==> config.mk <==
export PLATFORM = sky130hd
export DESIGN_NAME = issueque_div
export DESIGN_NICKNAME = d
export VERILOG_FILES = /design/src/rtl/issueque_div_pkg.sv /design/src/rtl/issueque_div_entry.sv /design/src/rtl/issueque_div.sv
export SDC_FILE = /design/constraint.sdc
export NUM_CORES = 1
export LEC_CHECK = 0
export ABC_AREA = 1
export CAP_MARGIN = 20
export CORE_ASPECT_RATIO = 1.2
export CORE_UTILIZATION = 30
export DETAILED_ROUTE_END_ITERATION = 12
export GPL_ROUTABILITY_DRIVEN = 0
export PLACE_DENSITY = 0.57
export RECOVER_POWER = 25
export REMOVE_ABC_BUFFERS = 1
export SLEW_MARGIN = 20
export SYNTH_ARGS = -nofsm -noshare
export SYNTH_HDL_FRONTEND = slang
export SYNTH_SLANG_ARGS = --single-unit
==> constraint.sdc <==
create_clock -name clk -period 6 [get_ports clk]
set_input_delay 1.2 -clock clk [delete_from_list [all_inputs] [get_ports clk]]
set_output_delay 1.2 -clock clk [all_outputs]
set_load 0.02 [all_outputs]
==> src/rtl/issueque_div_pkg.sv <==
// Shared execution-unit widths and the issue-queue entry record used by the
// divider issue queue and its entry slices.
package issueque_div_pkg;

  localparam int DATA_W = 32;
  localparam int TAG_W  = 6;

  typedef struct packed {
    logic              valid;
    logic              rs_rdy;
    logic              rt_rdy;
    logic [DATA_W-1:0] rs_data;
    logic [DATA_W-1:0] rt_data;
    logic [TAG_W-1:0]  rs_tag;
    logic [TAG_W-1:0]  rt_tag;
    logic [TAG_W-1:0]  rd_tag;
  } entry_t;

  localparam int ENTRY_W = $bits(entry_t);

endpackage

==> src/rtl/issueque_div_entry.sv <==
// One issue-queue slot: registers the contents chosen by the queue (hold,
// shift-in or new dispatch) after letting the CDB fill any waiting operand.
module issueque_div_entry
  import issueque_div_pkg::*;
(
  input  logic               clk,
  input  logic               reset,
  input  logic               flush,
  input  logic [ENTRY_W-1:0] src,
  input  logic               cdb_valid,
  input  logic [TAG_W-1:0]   cdb_tag,
  input  logic [DATA_W-1:0]  cdb_data,
  output logic [ENTRY_W-1:0] cur,
  output logic               ready
);

  entry_t s;
  entry_t n;
  entry_t q;

  // Snooping the incoming record covers held, shifted and freshly dispatched
  // contents alike, so a same-cycle broadcast is never lost.
  always_comb begin
    s = src;
    n = s;
    if (s.valid && !s.rs_rdy && cdb_valid && (cdb_tag == s.rs_tag)) begin
      n.rs_rdy  = 1'b1;
      n.rs_data = cdb_data;
    end
    if (s.valid && !s.rt_rdy && cdb_valid && (cdb_tag == s.rt_tag)) begin
      n.rt_rdy  = 1'b1;
      n.rt_data = cdb_data;
    end
  end

  always_ff @(posedge clk or negedge reset) begin
    if (!reset) begin
      q <= '0;
    end else if (flush) begin
      q.valid  <= 1'b0;
      q.rs_rdy <= 1'b0;
      q.rt_rdy <= 1'b0;
    end else begin
      q <= n;
    end
  end

  assign cur   = q;
  assign ready = q.valid & q.rs_rdy & q.rt_rdy;

endmodule

==> src/rtl/issueque_div.sv <==
// Age-ordered collapsing issue queue feeding a single non-pipelined divider;
// entry 0 is always the oldest and valid entries are packed from index 0.
module issueque_div
  import issueque_div_pkg::*;
#(
  parameter int DEPTH = 4
)
(
  input  logic              clk,
  input  logic              reset,
  input  logic              dispatch_div_enable,
  input  logic [DATA_W-1:0] dispatch_rsdata,
  input  logic [DATA_W-1:0] dispatch_rtdata,
  input  logic              dispatch_rsvalid,
  input  logic              dispatch_rtvalid,
  input  logic [TAG_W-1:0]  dispatch_rstag,
  input  logic [TAG_W-1:0]  dispatch_rttag,
  input  logic [TAG_W-1:0]  dispatch_rdtag,
  output logic              issueque_div_full,
  input  logic              cdb_valid,
  input  logic [TAG_W-1:0]  cdb_tag,
  input  logic [DATA_W-1:0] cdb_data,
  input  logic              flush,
  input  logic              issuediv_busy,
  output logic              issuediv_enable,
  output logic [DATA_W-1:0] issuediv_rsdata,
  output logic [DATA_W-1:0] issuediv_rtdata,
  output logic [TAG_W-1:0]  issuediv_rdtag
);

  localparam int CNT_W = $clog2(DEPTH + 1);
  localparam int IDX_W = $clog2(DEPTH);

  entry_t           q     [DEPTH];
  entry_t           q_up  [DEPTH];
  entry_t           src   [DEPTH];
  entry_t           disp_entry;
  logic [DEPTH-1:0] rdy;
  logic [CNT_W-1:0] count;
  logic [CNT_W-1:0] wr_slot;
  logic [IDX_W-1:0] sel_idx;
  logic             sel_found;
  logic             disp_accept;
  logic             issue_fire;

  assign issueque_div_full = (count == CNT_W'(DEPTH));
  assign disp_accept       = dispatch_div_enable && !issueque_div_full && !flush;
  // Blocking selection while enable is high leaves the divider a cycle to raise busy.
  assign issue_fire        = sel_found && !issuediv_busy && !issuediv_enable && !flush;
  assign wr_slot           = issue_fire ? (count - CNT_W'(1)) : count;

  always_comb begin
    disp_entry         = '0;
    disp_entry.valid   = 1'b1;
    disp_entry.rs_rdy  = dispatch_rsvalid;
    disp_entry.rt_rdy  = dispatch_rtvalid;
    disp_entry.rs_data = dispatch_rsdata;
    disp_entry.rt_data = dispatch_rtdata;
    disp_entry.rs_tag  = dispatch_rstag;
    disp_entry.rt_tag  = dispatch_rttag;
    disp_entry.rd_tag  = dispatch_rdtag;
  end

  always_comb begin
    sel_found = 1'b0;
    sel_idx   = '0;
    for (int i = DEPTH - 1; i >= 0; i--) begin
      if (rdy[i]) begin
        sel_found = 1'b1;
        sel_idx   = IDX_W'(i);
      end
    end
  end

  always_comb begin
    for (int i = 0; i < DEPTH; i++) begin
      src[i] = q[i];
      if (issue_fire && (i >= int'(sel_idx)))
        src[i] = q_up[i];
      if (disp_accept && (i == int'(wr_slot)))
        src[i] = disp_entry;
    end
  end

  for (genvar g = 0; g < DEPTH; g++) begin : g_ent
    if (g < DEPTH - 1) begin : g_up
      assign q_up[g] = q[g+1];
    end else begin : g_last
      assign q_up[g] = '0;
    end

    issueque_div_entry u_entry (
      .clk       (clk),
      .reset     (reset),
      .flush     (flush),
      .src       (src[g]),
      .cdb_valid (cdb_valid),
      .cdb_tag   (cdb_tag),
      .cdb_data  (cdb_data),
      .cur       (q[g]),
      .ready     (rdy[g])
    );
  end

  always_ff @(posedge clk or negedge reset) begin
    if (!reset)
      count <= '0;
    else if (flush)
      count <= '0;
    else
      count <= count - CNT_W'(issue_fire) + CNT_W'(disp_accept);
  end

  always_ff @(posedge clk or negedge reset) begin
    if (!reset) begin
      issuediv_enable <= 1'b0;
      issuediv_rsdata <= '0;
      issuediv_rtdata <= '0;
      issuediv_rdtag  <= '0;
    end else if (flush) begin
      issuediv_enable <= 1'b0;
    end else if (issue_fire) begin
      issuediv_enable <= 1'b1;
      issuediv_rsdata <= q[sel_idx].rs_data;
      issuediv_rtdata <= q[sel_idx].rt_data;
      issuediv_rdtag  <= q[sel_idx].rd_tag;
    end else begin
      issuediv_enable <= 1'b0;
    end
  end

endmodule
==> results.md <==
Die:
- The I/O pin count is 200.
- The die height is 330 um.
- The initial utilization of the core area, before any placement, comes to 30.2%.
- In this run the standard cell core region covers 89000 um2.
- The die is 275 um wide.
- The die area is 91000 um2.
- The floorplan row count is 120.

STA:
- For the pin with the worst max-slew slack, the measured transition is 4.01 ns.
- The maximum clock frequency is 197 MHz.
- The total count of hold-check failures in the final report was 0.
- The worst hold slack is 0.481 ns.
- The largest clock skew in the final design is 0.0167 ns.
- In this run the tightest slew margin relative to its limit is -167%.
- The total setup violations reported at the end of the flow is 0.
- The minimum clock period after layout is 5.06 ns.
- The fraction of the cycle the final worst path needs is 84.4%.
- Setup repair after global routing left no endpoint under its margin.
- The number of pins exceeding their max-slew limit in the final report is 55.

Clock tree:
- The total number of H-tree levels is 2.
- Clock-pin slew was measured on the worst setup and hold paths at 0.06 ns.
- Clock tree synthesis inserted a total of 46 buffers.
- The clock latency on the worst-skew pair is 0.62 ns.
- The count of buffers added by post-CTS timing repair for setup is 0.
- The clock tree root buffer cell is sky130_fd_sc_hd__clkbuf_16.
- The number of instances resized during post-cts repair is 0.
- Hold repair after CTS inserted 0 buffers.
- The clock passes through at most 3 buffers.
- CTS saw 414 sinks.
- The clock tree from TritonCTS is done.

Global route:
- The initial antenna violation count is 4.
- The first global-routing pass estimated 174000 um of wire.
- The layer flagged by global routing as most heavily used is met2.
- In the global route stage, met2 resource usage came out at 41.7%.
- Entering global routing, the biggest net connects 127 pins.
- The met3 track utilization from global routing is 3.77%.
- In the global route stage, overall resource usage came out at 25.0%.
- For this run the aggregate overflow at the end of global routing stands at 0.
- For met1 alone, demand over resource in global routing was 31.6%.
- The number of global-route vias before repair is 27.5k.

Place:
- The number of placed instances, taps included, is 5137.
- The post-detailed-placement half-perimeter wirelength is 71100 um.
- Once placement finished, the instance area stood at 29600 um2.
- Input and output buffers added on the ports amount to 199.

Worst hold path:
- The path with the worst hold slack has its endpoint at issuediv_rtdata[8]$_DFFE_PN0P_.
- The number of instances on the worst hold path is 2.
- The path class of the tightest hold or removal check is register to register.
- The start point of the worst hold path is issuediv_rtdata[8]$_DFFE_PN0P_.

Finish:
- From synthesis to final layout, the design area changed by 15.3%.
- Once layout is complete, the utilization of the core stands at 34.9%.
- The fraction of final layout cells sized beyond drive strength 1 is 5.77%.
- The filler-free cell count of the finished design is 5216.
- The number of filler instances in the final layout is 9546.
- Summing all non-filler instances in the final layout gives an area of 31000 um2.
- The layout net count is 4159.

Setup path:
- The endpoint identified for the worst register-to-register timing path is g_ent[2].u_entry.cur[72]$_DFFE_PN0P_.
- The reg2reg setup slack is 1.37 ns.
- Measured in cells, the most critical reg-to-reg path has a length of 18.
- The arrival time reported for the critical path endpoint is 5.60 ns.
- The worst setup path is launched from an input port.
- Along the worst path, the maximum fanout reaches 29.
- The kind of critical path is input port to register.
- STA classifies the critical path endpoint as a register.
- The beginning of the worst register-to-register path is g_ent[0].u_entry.cur[83]$_DFF_PN0_.
- For the worst setup path, the data required time is 6.54 ns.

Power and ir drop:
- Net switching is 32.9% of the power.
- The maximum vdd ir drop is 0.000195 V.
- The switching power total is 2490 uW.
- The internal power component is 5090 uW.
- The sequential share of power is 41.7%.
- The combinational cell fraction of total power is 20.1%.
- The clock network accounts for 38.2% of the total power.
- The total leakage power is 0.0161 uW.
- In this run the power density over the cells is 244 nW/um2.

Outcome:
- The final reports fail on max-capacitance violations, max-slew violations.
- The flow ran to the end, but the final reports show violations.

Detailed routing:
- The via density per instance is 5.52.
- The remaining routing DRC violations is 0.
- In this run, the number of DRC markers left after iteration 0 of detailed routing was 2752.
- The first detailed-routing pass took 6 iterations.
- After detailed routing, the average wire length per cell comes to 22.2 um.
- The remaining antenna violation count after routing is 0.
- The wire length after detailed routing is 116000 um.
- The via count is 28.8k.

Synthesis:
- The cell area after technology mapping is 26900 um2.
- The cell count after synthesis is 4044.
- By area the synthesized netlist is led by sky130_fd_sc_hd__dfrtp_1, sky130_fd_sc_hd__nand2_1, sky130_fd_sc_hd__nand3_1.
- For this run, asynchronously set or reset flops after synthesis account for 100%.
- The netlist uses 41 different library cells.
- The commonest cells after synthesis are sky130_fd_sc_hd__nand2_1, sky130_fd_sc_hd__nand3_1, sky130_fd_sc_hd__dfrtp_1.
- Synthesis inferred 414 register bits.
- The Yosys step of the flow raised 0 warnings.
- The cell taking the most area after synthesis is sky130_fd_sc_hd__dfrtp_1.
- The top-area cell type share of the netlist area is 38.5%.
- The sequential fraction of the synthesis area is 38.5%.
- The most used standard cell by instance count after synthesis is sky130_fd_sc_hd__nand2_1.
- The number of enable-type register cells in the synthesized netlist is 0.
- The top flip-flop cell by instance count after synthesis is sky130_fd_sc_hd__dfrtp_1.
- The per-instance average area after synthesis is 6.66 um2.

Run:
- Across the run, the number of max-cap violations was 1.
==> placed cells by master (no fill, tap or decap), drive strengths merged, types with 33 or more instances in the layout <==
master            n
nand3           803
clkdlybuf4s50   198
o221ai           33
o21ai           331
buf              91
inv             183
nand2          1480
nand4            82
nor2            187
clkbuf           73
dfrtp           414
==> registers in the layout, indices dropped and copies added (netlist names) <==
register and count:
g_ent.u_entry.cur 340, issuediv_rsdata 32, issuediv_rtdata 32, issuediv_rdtag 6, count 3, issuediv_enable 1
==> final cells by class <==
| type | instances | area [um2] | area share (%) |
|---|---|---|---|
| multi-input combinational | 3087 | 14400 | 46.2 |
| tap | 1159 | 1450 | 4.67 |
| timing repair buffer | 290 | 2720 | 8.76 |
| clock inverter | 6 | 62.6 | 0.201 |
| sequential | 414 | 10400 | 33.4 |
| inverter | 187 | 704 | 2.27 |
| antenna | 1 | 2.50 | 0.00806 |
| clock buffer | 72 | 1390 | 4.48 |
==> per-layer routing <==
| metal | wire, um | share of wire [%] |
|---|---|---|
| met1 | 46900 | 41 |
| met2 | 54600 | 47 |
| met3 | 8820 | 7.6 |
| met4 | 5270 | 4.6 |
| met5 | 13 | 0.011 |
==> kinds of logic after synthesis <==
kind of cell | count (synthesis) | synth area share [%]
adders and majority gates | 5 | 0.260
buffers and inverters | 543 | 8.47
AOI/OAI and AO/OA | 485 | 10.5
muxes | 27 | 1.00
and+or+nand+nor | 2568 | 41.2
xor gates and xnor gates | 2 | 0.0651
DFF | 414 | 38.5
==> metrics by stage <==
stage                     TNS [ns]  setup slack [ns]  total power, uW
after floorplan            -688.10             -3.17             4020
after global placement           0             0.418             4700
after detailed placement         0             0.382             4710
after CTS                        0              1.01             7610
after global routing             0             0.736             7890
final                            0             0.936             7580
==> worst max-delay path, cell delays in order <==
cell and delay, ns:
sky130_fd_sc_hd__clkdlybuf4s50_1 0.41, sky130_fd_sc_hd__nor2_2 0.29, sky130_fd_sc_hd__nand3_4 0.34, sky130_fd_sc_hd__nand2_1 0.14, sky130_fd_sc_hd__nand2_1 0.10, sky130_fd_sc_hd__nor2_4 0.40, sky130_fd_sc_hd__nand2_4 0.32, sky130_fd_sc_hd__a21oi_1 0.57
sky130_fd_sc_hd__nand4_1 0.26, sky130_fd_sc_hd__nor2_4 0.21, sky130_fd_sc_hd__buf_4 0.30, sky130_fd_sc_hd__nand3_2 0.13, sky130_fd_sc_hd__nand2_2 0.32, sky130_fd_sc_hd__buf_4 0.40, sky130_fd_sc_hd__nand2_1 0.10, sky130_fd_sc_hd__nand2_1 0.07
==> power groups by stage <==
| stage | clock, uW | sequential (uW) | combinational (uW) |
|---|---|---|---|
| after floorplan | 0 | 3170 | 848 |
| after global placement | 0 | 3210 | 1500 |
| after detailed placement | 0 | 3200 | 1510 |
| after CTS | 2940 | 3160 | 1510 |
| after global routing | 3040 | 3180 | 1670 |
| final | 2900 | 3160 | 1530 |
==> how the worst max path moves through the flow <==
| stage | to | startpoint | cells past startpoint |
|---|---|---|---|
| 2_1_floorplan | g_ent[1].u_entry.cur[18]$_DFFE_PN0P_ | issuediv_busy | 13 |
| 3_3_place_gp | g_ent[2].u_entry.cur[72]$_DFFE_PN0P_ | issuediv_busy | 16 |
| 3_5_place_dp | g_ent[2].u_entry.cur[72]$_DFFE_PN0P_ | issuediv_busy | 16 |
| 4_1_cts | g_ent[2].u_entry.cur[72]$_DFFE_PN0P_ | issuediv_busy | 16 |
| 5_1_grt | g_ent[2].u_entry.cur[64]$_DFFE_PN0P_ | issuediv_busy | 19 |
| 6_report | g_ent[2].u_entry.cur[72]$_DFFE_PN0P_ | issuediv_busy | 16 |
No activity file was read; power rests on OpenSTA's default activity.
